`src/rtl/alu_pkg.sv`:
```
// Shared ALU definitions: ALU_Cnt operation codes, execute-unit FSM encoding and flag bit positions.
// Also used by the ALU control unit when it decodes instructions.
package alu_pkg;

    localparam logic [3:0] ALU_ADD  = 4'b0000;
    localparam logic [3:0] ALU_SUB  = 4'b0001;
    localparam logic [3:0] ALU_AND  = 4'b0010;
    localparam logic [3:0] ALU_OR   = 4'b0011;
    localparam logic [3:0] ALU_XOR  = 4'b0100;
    localparam logic [3:0] ALU_RSV5 = 4'b0101;
    localparam logic [3:0] ALU_MOV  = 4'b0110;
    localparam logic [3:0] ALU_RSV7 = 4'b0111;
    localparam logic [3:0] ALU_SLL  = 4'b1000;
    localparam logic [3:0] ALU_SLR  = 4'b1001;
    localparam logic [3:0] ALU_SRL  = 4'b1010;
    localparam logic [3:0] ALU_SRA  = 4'b1011;
    localparam logic [3:0] ALU_IN   = 4'b1100;
    localparam logic [3:0] ALU_OUT  = 4'b1101;
    localparam logic [3:0] ALU_RSVE = 4'b1110;
    localparam logic [3:0] ALU_RSVF = 4'b1111;

    // Shift kind is the low two bits of a shift opcode.
    localparam logic [1:0] SH_SLL = 2'b00;
    localparam logic [1:0] SH_SLR = 2'b01;
    localparam logic [1:0] SH_SRL = 2'b10;
    localparam logic [1:0] SH_SRA = 2'b11;

    typedef enum logic [1:0] {
        ST_IDLE  = 2'd0,
        ST_SHIFT = 2'd1,
        ST_DONE  = 2'd2
    } alu_state_e;

    localparam int FLAG_S = 3;
    localparam int FLAG_Z = 2;
    localparam int FLAG_C = 1;
    localparam int FLAG_V = 0;

    function automatic logic is_shift_op(input logic [3:0] op);
        return op[3:2] == 2'b10;
    endfunction

endpackage

```
`src/rtl/alu_shift_step.sv`:
```
// Combinational shift step: SLL, rotate-left, SRL or SRA by DIST bits (1 by default), plus the
// last bit shifted out. Rotate also reports a bit; the caller decides whether it becomes carry.
module alu_shift_step
    import alu_pkg::*;
#(
    parameter int WIDTH = 16,
    parameter int DIST  = 1
) (
    input  logic [1:0]       kind_i,
    input  logic [WIDTH-1:0] data_i,
    output logic [WIDTH-1:0] data_o,
    output logic             bit_o
);

    always_comb begin
        data_o = data_i;
        bit_o  = 1'b0;
        case (kind_i)
            SH_SLL: begin
                data_o = data_i << DIST;
                bit_o  = data_i[WIDTH-DIST];
            end
            SH_SLR: begin
                data_o = {data_i[WIDTH-DIST-1:0], data_i[WIDTH-1:WIDTH-DIST]};
                bit_o  = data_i[WIDTH-DIST];
            end
            SH_SRL: begin
                data_o = data_i >> DIST;
                bit_o  = data_i[DIST-1];
            end
            SH_SRA: begin
                data_o = $unsigned($signed(data_i) >>> DIST);
                bit_o  = data_i[DIST-1];
            end
            default: begin
                data_o = data_i;
                bit_o  = 1'b0;
            end
        endcase
    end

endmodule

```
`src/rtl/alu_exec_unit.sv`:
```
// Execute-stage ALU: single-cycle arithmetic/logic, iterative 1-bit-per-cycle shifts with start/busy/done.
// Define ALU_BARREL_SHIFT_EN to replace the iterative shifter with a single-cycle barrel shifter.
module alu_exec_unit
    import alu_pkg::*;
#(
    parameter int WIDTH   = 16,
    parameter int SHAMT_W = 4
) (
    input  logic             clk,
    input  logic             rst,
    input  logic             start,
    input  logic [3:0]       ALU_Cnt,
    input  logic [WIDTH-1:0] in_a,
    input  logic [WIDTH-1:0] in_b,
    output logic             busy,
    output logic             done,
    output logic [WIDTH-1:0] result,
    output logic             flag_s,
    output logic             flag_z,
    output logic             flag_c,
    output logic             flag_v
);

    alu_state_e state_q, state_d;
    logic [WIDTH-1:0] result_q, result_d;
    logic [3:0]       flags_q, flags_d;

    logic [SHAMT_W-1:0] shamt;
    logic [WIDTH:0]     sum_w, diff_w;
    logic [WIDTH-1:0]   imm_res;
    logic               imm_c, imm_v, imm_keep;
    logic               accept, shift_issue, shift_last;

    function automatic logic [3:0] mk_flags(input logic [WIDTH-1:0] r, input logic c, input logic v);
        logic [3:0] f;
        f         = '0;
        f[FLAG_S] = r[WIDTH-1];
        f[FLAG_Z] = (r == '0);
        f[FLAG_C] = c;
        f[FLAG_V] = v;
        return f;
    endfunction

    assign shamt  = in_b[SHAMT_W-1:0];
    assign sum_w  = {1'b0, in_a} + {1'b0, in_b};
    assign diff_w = {1'b0, in_a} - {1'b0, in_b};
    // A new request is taken in IDLE and DONE alike, never while a shift is running.
    assign accept = start && (state_q != ST_SHIFT);

`ifdef ALU_BARREL_SHIFT_EN
    logic [SHAMT_W:0][WIDTH-1:0] bs_data;
    logic [SHAMT_W:0]            bs_bit;

    assign bs_data[0] = in_a;
    assign bs_bit[0]  = 1'b0;

    for (genvar k = 0; k < SHAMT_W; k++) begin : g_barrel
        logic [WIDTH-1:0] st_data;
        logic             st_bit;

        alu_shift_step #(.WIDTH(WIDTH), .DIST(1 << k)) u_step (
            .kind_i (ALU_Cnt[1:0]),
            .data_i (bs_data[k]),
            .data_o (st_data),
            .bit_o  (st_bit)
        );

        // The highest enabled stage shifts last, so its out-bit is the overall carry.
        assign bs_data[k+1] = shamt[k] ? st_data : bs_data[k];
        assign bs_bit[k+1]  = shamt[k] ? st_bit  : bs_bit[k];
    end

    assign shift_issue = 1'b0;
    assign shift_last  = 1'b0;
`else
    logic [3:0]         op_q, op_d;
    logic [WIDTH-1:0]   work_q, work_d;
    logic [SHAMT_W-1:0] cnt_q, cnt_d;
    logic [WIDTH-1:0]   step_data;
    logic               step_bit;

    alu_shift_step #(.WIDTH(WIDTH), .DIST(1)) u_step (
        .kind_i (op_q[1:0]),
        .data_i (work_q),
        .data_o (step_data),
        .bit_o  (step_bit)
    );

    assign shift_issue = accept && is_shift_op(ALU_Cnt) && (shamt != '0);
    assign shift_last  = (cnt_q == SHAMT_W'(1));

    always_comb begin
        op_d   = op_q;
        work_d = work_q;
        cnt_d  = cnt_q;
        if (shift_issue) begin
            op_d   = ALU_Cnt;
            work_d = in_a;
            cnt_d  = shamt;
        end else if (state_q == ST_SHIFT) begin
            work_d = step_data;
            cnt_d  = cnt_q - SHAMT_W'(1);
        end
    end

    always_ff @(posedge clk) begin
        if (rst) begin
            op_q   <= '0;
            work_q <= '0;
            cnt_q  <= '0;
        end else begin
            op_q   <= op_d;
            work_q <= work_d;
            cnt_q  <= cnt_d;
        end
    end
`endif

    always_comb begin
        imm_res  = '0;
        imm_c    = 1'b0;
        imm_v    = 1'b0;
        imm_keep = 1'b0;
        case (ALU_Cnt)
            ALU_ADD: begin
                imm_res = sum_w[WIDTH-1:0];
                imm_c   = sum_w[WIDTH];
                imm_v   = (in_a[WIDTH-1] == in_b[WIDTH-1]) && (sum_w[WIDTH-1] != in_a[WIDTH-1]);
            end
            ALU_SUB: begin
                imm_res = diff_w[WIDTH-1:0];
                imm_c   = diff_w[WIDTH];
                imm_v   = (in_a[WIDTH-1] != in_b[WIDTH-1]) && (diff_w[WIDTH-1] != in_a[WIDTH-1]);
            end
            ALU_AND: imm_res = in_a & in_b;
            ALU_OR:  imm_res = in_a | in_b;
            ALU_XOR: imm_res = in_a ^ in_b;
            ALU_MOV: imm_res = in_b;
            ALU_IN:  imm_res = in_b;
            ALU_OUT: imm_res = in_a;
            ALU_SLL, ALU_SLR, ALU_SRL, ALU_SRA: begin
`ifdef ALU_BARREL_SHIFT_EN
                imm_res = bs_data[SHAMT_W];
                imm_c   = bs_bit[SHAMT_W] && (ALU_Cnt != ALU_SLR);
`else
                // Only reached for a zero shift amount; nonzero amounts take the SHIFT path.
                imm_res = in_a;
`endif
            end
            default: imm_keep = 1'b1;
        endcase
    end

    always_ff @(posedge clk) begin
        if (rst) begin
            state_q <= ST_IDLE;
        end else begin
            state_q <= state_d;
        end
    end

    always_comb begin
        state_d = state_q;
        case (state_q)
            ST_SHIFT: begin
                if (shift_last) begin
                    state_d = ST_DONE;
                end
            end
            default: begin
                if (accept) begin
                    state_d = shift_issue ? ST_SHIFT : ST_DONE;
                end else begin
                    state_d = ST_IDLE;
                end
            end
        endcase
    end

    always_comb begin
`ifdef ALU_BARREL_SHIFT_EN
        busy = 1'b0;
`else
        busy = (state_q == ST_SHIFT);
`endif
        done = (state_q == ST_DONE);
    end

    always_comb begin
        result_d = result_q;
        flags_d  = flags_q;
        if (accept && !shift_issue) begin
            result_d = imm_res;
            if (!imm_keep) begin
                flags_d = mk_flags(imm_res, imm_c, imm_v);
            end
        end
`ifdef ALU_BARREL_SHIFT_EN
`else
        else if ((state_q == ST_SHIFT) && shift_last) begin
            result_d = step_data;
            flags_d  = mk_flags(step_data, step_bit && (op_q != ALU_SLR), 1'b0);
        end
`endif
    end

    always_ff @(posedge clk) begin
        if (rst) begin
            result_q <= '0;
            flags_q  <= '0;
        end else begin
            result_q <= result_d;
            flags_q  <= flags_d;
        end
    end

    assign result = result_q;
    assign flag_s = flags_q[FLAG_S];
    assign flag_z = flags_q[FLAG_Z];
    assign flag_c = flags_q[FLAG_C];
    assign flag_v = flags_q[FLAG_V];

endmodule

```
`config.mk`:
```
export PLATFORM = sky130hd
export DESIGN_NAME = alu_exec_unit
export DESIGN_NICKNAME = d
export VERILOG_FILES = /design/src/rtl/alu_pkg.sv /design/src/rtl/alu_shift_step.sv /design/src/rtl/alu_exec_unit.sv
export SDC_FILE = /design/constraint.sdc
export NUM_CORES = 1
export LEC_CHECK = 0
export BUFFER_PORTS_ARGS = -buffer_cell sky130_fd_sc_hd__buf_2
export CAP_MARGIN = 30
export CORE_MARGIN = 2
export CORE_UTILIZATION = 30
export DETAILED_ROUTE_END_ITERATION = 12
export GPL_TIMING_DRIVEN = 0
export PLACE_DENSITY = 0.44
export SYNTH_ARGS = -nofsm -noshare
export SYNTH_HDL_FRONTEND = slang
export SYNTH_SLANG_ARGS = --single-unit
```
`constraint.sdc`:
```
create_clock -name clk -period 2.5 [get_ports clk]
set_input_delay 0.125 -clock clk [delete_from_list [all_inputs] [get_ports clk]]
set_output_delay 0.125 -clock clk [all_outputs]
set_load 0.01 [all_outputs]
```
==> results.cfg <==
[logic_synthesis]
synth_edf_count = 0
synth-compound-area-share_pct = 31.8
synth_mux_area_share_pct = 4.98
syn_area_per_cell_um2 = 7.30
synth_cell_types = 74
synth_fa_ha_area_share_pct = 13.5
syn-instance-count = 712
synthFlopType = dfxtp_1
yosys.area_share.simple_pct = 23.1
async_flop_share_pct = 0
synth_area_um2 = 5200
synth_top_family_by_area = compound AO/OA/AOI/OAI gates
ys_ff_latch = 46
synth-xor-area-share_pct = 0.505
yosys_warnings = 0
yosysSeqAreaShare_pct = 17.7
synth_nets = 806

[sta]
finalHoldViolCount = 0
timing_worst_slew_pin_value_ps = 788
whs_ps = 195
fin_crit_sh_pct = 102
clock.fmax_mhz = 394
setup_ws_ps = -39.2
slew_violations = 0
rsz0062_at_grt = true
clock_skew_ps = 11.5
setup_viol_count_final = 1
period_minus_slack_ps = 2540
max-slew-margin-rel_pct = 47.5

[routing]
drt_iter0_markers = 499
drc = 0
wl_mm = 21.6
drt_first_pass_iters = 5
vias = 5879
antenna_left = 0
routedWlPerCell_um = 21.1
vias_per_cell = 5.75

[floorplanning]
die_area_um2 = 18400
start_util_pct = 30.4
core-area_um2 = 17100
io_pins = 61
die_height_um = 136
rows = 48
fp.dieW_um = 136

[placement]
place_area_um2 = 5810
hpwl_mm = 16.3
gp_congestion = 0.880
post-place-cells = 997
place_ws_ps = -1020
port_buffers = 57

[final_layout]
layoutNonFillerInstCount = 1023
final_common_cell = nor2_1
multi_input_area_um2 = 4220
fin_area_um2 = 6620
ff_latch_area_um2 = 922
fillCellCount = 1819
layout_common_cells = nor2_1 (80), nand2_1 (67), buf_2 (59), a21oi_1 (54), inv_1 (47)
diodes = 0
drive_above_1_share_pct = 23.6
area_growth_pct = 27.3
finalNetCount = 891

[cts]
htreeDepth = 2
cts_max_path_buffers = 2
clkLatencyLatePin_ps = 290
clk_pin_slew_ps = 70
cts_sinks = 46
cts_tree = done
cts_made_buffers = 5
cts_root_buf = clkbuf_16

[critical_path]
critPathCaptureType = flip-flop
reg2reg_depth = 11
r2r-end = flags_q[2]
path_class = in -> reg
crit_fanout = 5
worstPathRequired_ps = 2710
start_kind = primary input
r2r_start = cnt_q[1]
ff2ff_setup_slack_ps = -30
crit_arrival_ps = 2750

[grt]
grt_overflow = 0
track_usage_pct = 22.7
antenna_found_initial = 0
grt_max_degree = 15
grt_pass1_wl_mm = 31.9
grt_pass1_vias = 5380

[job]
maxCapViolCount = 0

[min_path]
min_path_type = in -> reg
hold_path_end = work_q[15]
min_from = in_a[15]
worstHoldPathCells = 3

[pwr]
vdd_drop_max_uv = 411
p_leak_uw = 0.00266
powerDensity_nw_per_um2 = 445

[outcome]
violations = negative setup slack
outcome = complete, but fails checks
-- worst max-delay path by stage --
stage,start,end,cells past startpoint
final,in_a[0],flags_q[2],14
after global routing,cnt_q[1],flags_q[2],11
after CTS,in_b[2],flags_q[2],13
after detailed placement,in_a[0],flags_q[2],14
after global placement,in_a[0],flags_q[2],14
after floorplan,in_a[0],flags_q[2],13
-- sequential cells by signal, indices dropped and copies added, names as in the netlist --
register	cells
result	16
work_q	16
op_q	4
cnt_q	4
state_q	2
flags_q	4
-- power by group --
| part | internal [µW] | leakage (µW) | switching (µW) |
|---|---|---|---|
| clock network | 601 | 0.0000971 | 299 |
| registers | 786 | 0.000377 | 42.0 |
| logic | 493 | 0.00218 | 725 |
-- cell type report --
| type | count | area share [%] |
|---|---|---|
| clock buffer | 6 | 2.10 |
| sequential | 46 | 13.9 |
| multi-input combinational | 562 | 63.8 |
| timing repair buffer | 84 | 8.36 |
| tap | 225 | 4.25 |
| inverter | 55 | 3.23 |
| buffer | 43 | 3.44 |
| clock inverter | 2 | 0.908 |
-- through the flow --
| step | TNS (ps) | total power [µW] | util, % |
|---|---|---|---|
| after floorplan | 0 | 1500 | - |
| after CTS | -99.9 | 2860 | 37.2 |
| final | -39.2 | 2950 | 38.7 |
| after detailed placement | -9610 | 1850 | 33.9 |
| after global routing | -308 | 3110 | 38.7 |
| after global placement | -9880 | 1840 | 33.8 |
-- worst max-delay path: stages --
cell and delay (ps):
buf_12 110, inv_4 60, ha_4 140, inv_1 50, fa_1 420, nand2b_4 120
a221oi_4 80, o41ai_4 430, a21oi_4 160, a41oi_2 280, o221a_2 240, o21ai_2 80
nand4b_1 220, o31ai_1 220
-- routing by layer --
metal / GRT usage, % / vias up / wire length [µm]
li1: - / 2779 / -
met1: 33.2 / 2826 / 10500
met2: 35.5 / 234 / 9540
met3: 2.28 / 40 / 1000
met4: 5.84 / 0 / 503
met5: 0 / - / 0
-- kinds of logic (layout without fill, tap and decap cells) --
group,Yosys count,in the layout
compound gates,233,233
xor+xnor,3,3
fa+ha+maj,55,55
buf+inv,104,190
flops,46,46
mux,23,23
simple gates,248,248
-- cell usage after synthesis (all sizes together), types with 5 or more instances --
cell	instances	area, µm²
nor2	85	319
a221oi	13	120
dfxtp	46	921
nand2	67	251
ha	53	663
nor2b	8	50.1
o21ai	34	170
a2111oi	8	76.3
mux2i	18	180
a21oi	59	295
nand4	7	43.8
nand3	9	45.0
and3	17	106
a21o	7	52.6
a221o	5	50.1
clkbuf	31	116
nor3	12	60.1
nand2b	15	93.8
o31ai	6	45.0
a211o	6	52.6
a211oi	40	300
a31oi	5	31.3
buf	18	111
inv	54	203
-- what timing repair did --
action	CTS	global route
setup endpoints to repair	17	28
setup buffers	16	8
gates resized for setup	61	53
cloned	0	0
pin swaps	21	19
hold buffers	0	0
(Power assumes the default switching activity.)
